--- src/rtl/fp_addsub_arbiter.sv ---
// Round-robin arbiter that shares one combinational single-precision add/sub unit
// among NREQ requesters. The winner's operands are latched, and the result is registered.

module fp_addsub_unit (
    input  logic [31:0] a,
    input  logic [31:0] b,
    input  logic        sub,
    output logic [31:0] result,
    output logic        overflow,
    output logic        underflow
);
    // Denormal inputs are read as signed zero. Results below the normal range flush
    // to signed zero and raise underflow. Rounding is round-to-nearest-even.

    function automatic logic [4:0] lzc27(input logic [26:0] v);
        logic [4:0] cnt;
        logic       hit;
        cnt = 5'd27;
        hit = 1'b0;
        for (int i = 26; i >= 0; i--) begin
            if (!hit && v[i]) begin
                cnt = 5'(26 - i);
                hit = 1'b1;
            end
        end
        return cnt;
    endfunction

    function automatic logic [33:0] round_pack(input logic sign,
                                               input logic signed [9:0] exp_in,
                                               input logic [26:0] sig);
        logic              up;
        logic [24:0]       m;
        logic signed [9:0] e;
        logic [33:0]       r;
        up = sig[2] & (sig[1] | sig[0] | sig[3]);
        m  = {1'b0, sig[26:3]} + {24'd0, up};
        e  = exp_in;
        if (m[24]) begin
            m = m >> 1;
            e = e + 10'sd1;
        end
        if (e <= 10'sd0)
            r = {2'b01, sign, 31'd0};
        else if (e >= 10'sd255)
            r = {2'b10, sign, 8'hFF, 23'd0};
        else
            r = {2'b00, sign, e[7:0], m[22:0]};
        return r;
    endfunction

    logic [7:0]        ea, eb, el, es, d;
    logic [22:0]       ma, mb, ml, ms;
    logic              sa, sb, sl, ss;
    logic              nan_a, nan_b, inf_a, inf_b, zero_a, zero_b, a_big;
    logic [4:0]        dd, lz;
    logic [53:0]       wide;
    logic [26:0]       sig_l, sig_s, norm;
    logic [27:0]       sum;
    logic signed [9:0] exp_n;
    logic [33:0]       packed_r;

    always_comb begin
        sa = a[31];
        ea = a[30:23];
        ma = a[22:0];
        sb = b[31] ^ sub;
        eb = b[30:23];
        mb = b[22:0];
        nan_a  = (&ea) & (|ma);
        nan_b  = (&eb) & (|mb);
        inf_a  = (&ea) & ~(|ma);
        inf_b  = (&eb) & ~(|mb);
        zero_a = ~(|ea);
        zero_b = ~(|eb);

        a_big = {ea, ma} >= {eb, mb};
        el = a_big ? ea : eb;
        es = a_big ? eb : ea;
        ml = a_big ? ma : mb;
        ms = a_big ? mb : ma;
        sl = a_big ? sa : sb;
        ss = a_big ? sb : sa;

        // Three guard bits plus a sticky bit collected from everything shifted out.
        d     = el - es;
        dd    = (d > 8'd27) ? 5'd27 : d[4:0];
        sig_l = {1'b1, ml, 3'b000};
        wide  = {1'b1, ms, 3'b000, 27'd0} >> dd;
        sig_s = wide[53:27] | {26'd0, |wide[26:0]};
        sum   = (sl == ss) ? ({1'b0, sig_l} + {1'b0, sig_s})
                           : ({1'b0, sig_l} - {1'b0, sig_s});

        lz = lzc27(sum[26:0]);
        if (sum[27]) begin
            norm  = {sum[27:2], sum[1] | sum[0]};
            exp_n = $signed({2'b00, el}) + 10'sd1;
        end else begin
            norm  = sum[26:0] << lz;
            exp_n = $signed({2'b00, el}) - $signed({5'd0, lz});
        end
        packed_r = round_pack(sl, exp_n, norm);

        result    = packed_r[31:0];
        overflow  = packed_r[33];
        underflow = packed_r[32];
        if (nan_a || nan_b || (inf_a && inf_b && (sa != sb))) begin
            result    = 32'h7FC0_0000;
            overflow  = 1'b0;
            underflow = 1'b0;
        end else if (inf_a) begin
            result    = {sa, 8'hFF, 23'd0};
            overflow  = 1'b0;
            underflow = 1'b0;
        end else if (inf_b) begin
            result    = {sb, 8'hFF, 23'd0};
            overflow  = 1'b0;
            underflow = 1'b0;
        end else if (zero_a && zero_b) begin
            result    = {sa & sb, 31'd0};
            overflow  = 1'b0;
            underflow = 1'b0;
        end else if (zero_a) begin
            result    = {sb, b[30:0]};
            overflow  = 1'b0;
            underflow = 1'b0;
        end else if (zero_b) begin
            result    = a;
            overflow  = 1'b0;
            underflow = 1'b0;
        end else if (sum == 28'd0) begin
            result    = 32'd0;
            overflow  = 1'b0;
            underflow = 1'b0;
        end
    end
endmodule

module fp_addsub_arbiter #(
    parameter int NREQ  = 4,
    parameter int IDX_W = 2
) (
    input  logic                 clk,
    input  logic                 rst,
    input  logic [NREQ-1:0]      req,
    input  logic [32*NREQ-1:0]   op_a,
    input  logic [32*NREQ-1:0]   op_b,
    input  logic [NREQ-1:0]      op_sub,
    output logic [NREQ-1:0]      grant,
    output logic [NREQ-1:0]      done,
    output logic [31:0]          result,
    output logic                 overflow,
    output logic                 underflow,
    output logic                 busy
);
    typedef enum logic [1:0] {IDLE, EXEC, RESP} state_t;

    state_t           state_q, state_d;
    logic [IDX_W-1:0] owner_q, owner_d, rr_q, rr_d, pick, cand;
    logic             found;
    logic [NREQ-1:0]  grant_q, grant_d, done_q, done_d;
    logic             busy_q, busy_d, ovf_q, ovf_d, unf_q, unf_d;
    logic [31:0]      result_q, result_d;
    logic [31:0]      a_q, a_d, b_q, b_d;
    logic             sub_q, sub_d;
    logic [31:0]      as_result;
    logic             as_ovf, as_unf;

    fp_addsub_unit u_addsub (
        .a         (a_q),
        .b         (b_q),
        .sub       (sub_q),
        .result    (as_result),
        .overflow  (as_ovf),
        .underflow (as_unf)
    );

    // The scan starts just after the last owner, so that owner has the lowest priority.
    always_comb begin
        found = 1'b0;
        pick  = '0;
        cand  = '0;
        for (int k = 1; k <= NREQ; k++) begin
            cand = IDX_W'((int'(rr_q) + k) % NREQ);
            if (!found && req[cand]) begin
                found = 1'b1;
                pick  = cand;
            end
        end
    end

    always_comb begin
        state_d  = state_q;
        owner_d  = owner_q;
        rr_d     = rr_q;
        grant_d  = grant_q;
        done_d   = '0;
        busy_d   = busy_q;
        result_d = result_q;
        ovf_d    = ovf_q;
        unf_d    = unf_q;
        a_d      = a_q;
        b_d      = b_q;
        sub_d    = sub_q;
        case (state_q)
            IDLE: begin
                if (found) begin
                    state_d = EXEC;
                    owner_d = pick;
                    grant_d = NREQ'(1) << pick;
                    busy_d  = 1'b1;
                    a_d     = op_a[32*pick +: 32];
                    b_d     = op_b[32*pick +: 32];
                    sub_d   = op_sub[pick];
                end
            end
            EXEC: begin
                state_d  = RESP;
                result_d = as_result;
                ovf_d    = as_ovf;
                unf_d    = as_unf;
                done_d   = grant_q;
            end
            RESP: begin
                state_d = IDLE;
                rr_d    = owner_q;
                grant_d = '0;
                busy_d  = 1'b0;
            end
            default: state_d = IDLE;
        endcase
    end

    always_ff @(posedge clk or posedge rst) begin
        if (rst) begin
            state_q  <= IDLE;
            owner_q  <= '0;
            rr_q     <= IDX_W'(NREQ - 1);
            grant_q  <= '0;
            done_q   <= '0;
            busy_q   <= 1'b0;
            result_q <= 32'd0;
            ovf_q    <= 1'b0;
            unf_q    <= 1'b0;
        end else begin
            state_q  <= state_d;
            owner_q  <= owner_d;
            rr_q     <= rr_d;
            grant_q  <= grant_d;
            done_q   <= done_d;
            busy_q   <= busy_d;
            result_q <= result_d;
            ovf_q    <= ovf_d;
            unf_q    <= unf_d;
        end
    end

    always_ff @(posedge clk) begin
        a_q   <= a_d;
        b_q   <= b_d;
        sub_q <= sub_d;
    end

    assign grant     = grant_q;
    assign done      = done_q;
    assign busy      = busy_q;
    assign result    = result_q;
    assign overflow  = ovf_q;
    assign underflow = unf_q;
endmodule

--- config.mk ---
export PLATFORM = sky130hd
export DESIGN_NAME = fp_addsub_arbiter
export DESIGN_NICKNAME = d
export VERILOG_FILES = /design/src/rtl/fp_addsub_arbiter.sv
export SDC_FILE = /design/constraint.sdc
export NUM_CORES = 1
export LEC_CHECK = 0
export CORE_AREA = 4 4 241 243
export DETAILED_ROUTE_END_ITERATION = 12
export DIE_AREA = 0 0 245 247
export SYNTH_ARGS = -nofsm -noshare
export SYNTH_HDL_FRONTEND = slang
export SYNTH_HIERARCHICAL = 1
export SYNTH_SLANG_ARGS = --single-unit
--- constraint.sdc ---
create_clock -name clk -period 14.45 [get_ports clk]
set_clock_uncertainty 0.1 [all_clocks]
set_input_delay 1.445 -clock clk [delete_from_list [all_inputs] [get_ports clk]]
set_output_delay 1.445 -clock clk [all_outputs]
set_load 0.01 [all_outputs]
# Word-level counts from Yosys, hierarchy flattened
# Cells that the tools add are included.
# totals
inputBits,266
output_inout_bits,43
reg_bits,114
word_cells,245
# classes
n_addsub,11
order_cmp,9
bitwise,15
n_eq_ne,5
n_reduce_logical,75
mux,113
shift,5
# op_table
cell,count
variable part select 128 x 8 -> 32 bit,2
2-to-1 mux 32 bit,7
2-to-1 mux 5 bit,28
2-to-1 mux 23 bit,3
2-to-1 mux 34 bit,2
>> shifter 54 x 5 -> 54 bit,1
2-to-1 mux 1 bit,52
OR reduction 23 bit,2
logical AND 1 bit,32
>= comparator 31 bit,1
logical NOT 1 bit,29
adder 27 x 27 -> 28 bit,1
logical NOT 28 bit,1
2-to-1 mux 28 bit,1
subtractor 27 x 27 -> 28 bit,1
2-to-1 mux 27 bit,1
OR 27 x 1 -> 27 bit,1
OR reduction 27 bit,1
left shift 27 x 5 -> 27 bit,1
adder 24 x 1 -> 25 bit,1
2-to-1 mux 10 bit,2
2-to-1 mux 8 bit,2
AND reduction 8 bit,2
OR reduction 8 bit,2
30 further kinds,57

# Depth between registers and ports, before layout
# logic_depth
depth_word,106
ltp_mapped,80
ltp_nobuf,68

# Modules after synthesis
# Netlist, hierarchy kept.
# by_module_without_submodules
mod,cells_per_inst,area_each_um2,seq_area_each_um2,n_inst
fp_addsub_unit,2200,13782.0,0.0,1
fp_addsub_arbiter,633,5708.0,3180.6,1

# Worst setup path before layout
# No wires, ideal clock.
# synth_timing
kind,flip-flop to flip-flop
startpoint,reg a_q[25]
endpoint,reg result_q[18] (netlist: result[18])
path_stages_with_launch,80
arrival_ns,13.759
required_time_ns,14.285
path_slack_ns,0.526
cell_sequence,edfxtp_1 -> ha_1 -> buf_4 -> and4_4 -> nand4_1 -> a221o_1 -> and2_1 -> buf_2 -> nand2_2 -> clkbuf_1 -> clkbuf_1 -> buf_1 -> nor2_1 -> nor2_1 -> ha_1 -> nand2_1 -> nand3_1 -> a21o_1 -> [44 not listed] -> a21o_1 -> a21oi_1 -> inv_1 -> a21oi_1 -> nand2_1 -> mux2i_1 -> xnor2_1 -> and2_1 -> nor2b_1 -> and2_1 -> o2111ai_1 -> o31a_1 -> buf_6 -> nand3_4 -> buf_6 -> o32ai_2 -> nand2_1 -> nand2_1
# synth_via
elab_chain_len,106
# synth_lines
element,line,rtl
start: declaration,164,"logic [31:0] a_q, a_d, b_q, b_d;"
start signal: assignment,259,a_q <= a_d;
>= comparator 31 bit,77,"a_big = {ea, ma} >= {eb, mb};"
"2-to-1 mux 8 bit, on equally long branches","78, 79",
subtractor 8 bit,86,d = el - es;
> comparator 8 x 5 -> 1 bit,87,dd = (d > 8'd27) ? 5'd27 : d[4:0];
2-to-1 mux 5 bit,87,
>> shifter 54 x 5 -> 54 bit,89,"wide = {1'b1, ms, 3'b000, 27'd0} >> dd;"
OR reduction 27 bit,90,"sig_s = wide[53:27] | {26'd0, |wide[26:0]};"
OR 27 x 1 -> 27 bit,90,
[91 not listed],n/a,
2-to-1 mux 32 bit,131,end else if (sum == 28'd0) begin
2-to-1 mux 32 bit,127,end else if (zero_b) begin
2-to-1 mux 32 bit,123,end else if (zero_a) begin
2-to-1 mux 32 bit,119,end else if (zero_a && zero_b) begin
2-to-1 mux 32 bit,115,end else if (inf_b) begin
2-to-1 mux 32 bit,111,end else if (inf_a) begin
2-to-1 mux 32 bit (*),107,if (nan_a || nan_b || (inf_a && inf_b && (sa != sb))) begin
named net as_result[18],166,logic [31:0] as_result;
end signal: assignment,252,result_q <= result_d;
end: declaration,163,"logic [31:0] result_q, result_d;"
# The timed path passes the listed nets; every way through them passes the cells marked *.
# A chain may end at the register's enable or synchronous reset.

# Worst setup path in the final report
# layout_timing
startpoint,reg b_q[22]
endpoint,reg result_q[26] (netlist: result[26])
# layout_via
elab_chain_len,106
# layout_lines
element,line,rtl
start: declaration,164,
start signal: assignment,260,b_q <= b_d;
>= comparator 31 bit,77,
"2-to-1 mux 8 bit, on equally long branches","78, 79",
subtractor 8 bit,86,
> comparator 8 x 5 -> 1 bit,87,
2-to-1 mux 5 bit,87,
>> shifter 54 x 5 -> 54 bit,89,
OR reduction 27 bit,90,
OR 27 x 1 -> 27 bit,90,
[91 not listed],n/a,
2-to-1 mux 32 bit,131,
2-to-1 mux 32 bit,127,
2-to-1 mux 32 bit,123,
2-to-1 mux 32 bit,119,
2-to-1 mux 32 bit,115,
2-to-1 mux 32 bit,111,
2-to-1 mux 32 bit (*),107,
named net as_result[26],166,
# Marked as above.

==> impl_metrics.ini <==
[global_route]
grt_pass1_wl_um = 153000
antenna_found_initial = 6
grt_max_degree = 95
grt_usage = 0.331
grt_remaining_overflow = 0
grt_pass1_vias = 23487

[critical_path]
critPathKind = reg2reg
arrival_ps = 14000
cp_data_required_time_ps = 14710
path_max_fanout = 32
worst_path_most_repeated_cell = nand2_1
critPathLaunchType = register
end_kind = register
worst_path_max_delay_cell = or4_4
worst_path_largest_cell_delay_ps = 630

[sta]
post-route-period-util = 0.951
setup_violations = 0
fmax_mhz = 72.7
worstMarginPinSlew_ps = 1310
relSlewSlack = 0.117
period_minus_slack_ps = 13750
finalMaxSlewViolations = 0
final-hold-violation-count = 0

[logic_synthesis]
yosysSeqAreaShare = 0.163
syn_inst = 2833
synth.net_count = 3190
yosys_warnings = 6
postSynthAreaPerCell_um2 = 6.88
async_reset_ff_frac = 0.430
synth_cell_types = 122
synth_area_um2 = 19500
synth_top_flop_cell = edfxtp_1
synth_edf_count = 65
ys_seq_elements = 114

[drt]
drc = 0
postRouteAntennaNets = 0
vias_per_cell = 6.36
routedWlPerCell_um = 27.0
via_count = 24673
drt_first_pass_iters = 6
wl_um = 105000
drt_iter0_drc = 2822

[floorplanning]
initial_core_util = 0.348
core_um2 = 56000
num_rows = 87
fp.dieW_um = 245
dieArea_um2 = 60500
io_pins = 309
die_h_um = 247

[clocking]
clk_pin_slew_ps = 50
cts.sinks = 114
htreeDepth = 4
clock_latency_ps = 430
cts_buffer_depth = 2
cts_buffers = 17
cts-root-buf = clkbuf_16
cts_tree = built

[cells_and_area]
drive_above_1_share = 0.106
final_cell_mix = nand2_1, clkdlybuf4s50_1, a21oi_1
layout_commonest_cell = nand2_1
fin_area_um2 = 24500
nNetsFinal = 3464
area_growth_pct = 25.8

[placement]
dpl.hpwl_um = 84300
dpl_cell_area_um2 = 23600
gp_congestion = 1.00
port_buffers = 308

[min_path]
hold_path_class = reg2reg

[run_status]
outcome = finished, final reports clean

[flow_run]
drv_cap = 0
## flip-flops by register name, indices dropped and copies added (netlist names)
signal     flops
grant          4
owner_q        2
sub_q          1
result        32
done           4
busy           1
underflow      1
rr_q           2
overflow       1
b_q           32
state_q        2
a_q           32
## metrics by stage
step                worst slack (ps)  setup TNS (ps)  cells  hold slack [ps]   util
finish                           704               0   3881              381  0.438
global route                   -18.2           -24.8   3880              408  0.438
CTS                             47.1               0   3871              384  0.433
detailed placement             -95.5            -686   3839              365  0.423
global placement                 279               0   3839              366  0.423
floorplan                        526               0   2833              345      -
## synth_stat cells, drive strengths merged (40+ instances only)
master	number	area, um^2
nand2	525	1980
a21oi	270	1360
nor2	223	861
o21ai	170	866
nand3	118	626
inv	112	420
clkbuf	103	387
buf	91	554
ha	89	1110
nor3	82	437
a32oi	75	676
edfxtp	65	1950
dfrtp	47	1180
a31oi	45	303
nand4	42	263
a21o	40	300
and2	40	250
## worst paths after layout
check                            from          to  slack [ps]  cells past startpoint
max in group asynchronous         rst  owner_q[1]       12110                      2
min in group asynchronous         rst     done[0]        1500                      2
max reg2reg                   b_q[22]  result[26]         700                     55
max                           b_q[22]  result[26]         700                     55
min                        result[31]  result[31]         380                      2
min reg2reg                result[31]  result[31]         380                      2
## per-layer routing
metal	global-route usage	vias to the layer above	share of wire
met1	0.438	11884	0.42
met4	0.124	0	0.042
met2	0.538	1425	0.45
met3	0.0612	208	0.086
met5	0	-	0
li1	-	11156	-
## critical path, delay by kind of cell (launching register included)
kind	cells	cell delay, ps
muxes	1	240
DFF	1	440
adders and majority gates	3	680
and+or+nand+nor	23	6090
AOI/OAI and AO/OA	20	4290
xor gates and xnor gates	1	280
buffers and inverters	7	1530
## area by class of cell
class	count	area, um^2
clock buffers	23	543
well taps	756	946
diodes	5	12.5
inverters	115	432
clock inverters	9	62.6
repair buffers	448	4160
fillers	6012	31400
multi-input cells	2411	15200
flip-flops and latches	114	3180
## repair_timing
action,4_1_cts,5_1_grt
gates cloned,0,1
setup buffers,0,4
resized for setup,1,49
pin swaps,0,5
hold buffers,0,0
setup endpoints to repair,27,33
## cell families after synthesis
group	synth area share
AOI/OAI and AO/OA	0.354
xor gates and xnor gates	0.0251
adders and majority gates	0.0592
DFF	0.163
muxes	0.0315
buffers and inverters	0.0704
and+or+nand+nor	0.296
Power is not shown: default switching activity piles up to over one toggle a cycle in this logic, so the estimate is an artifact.
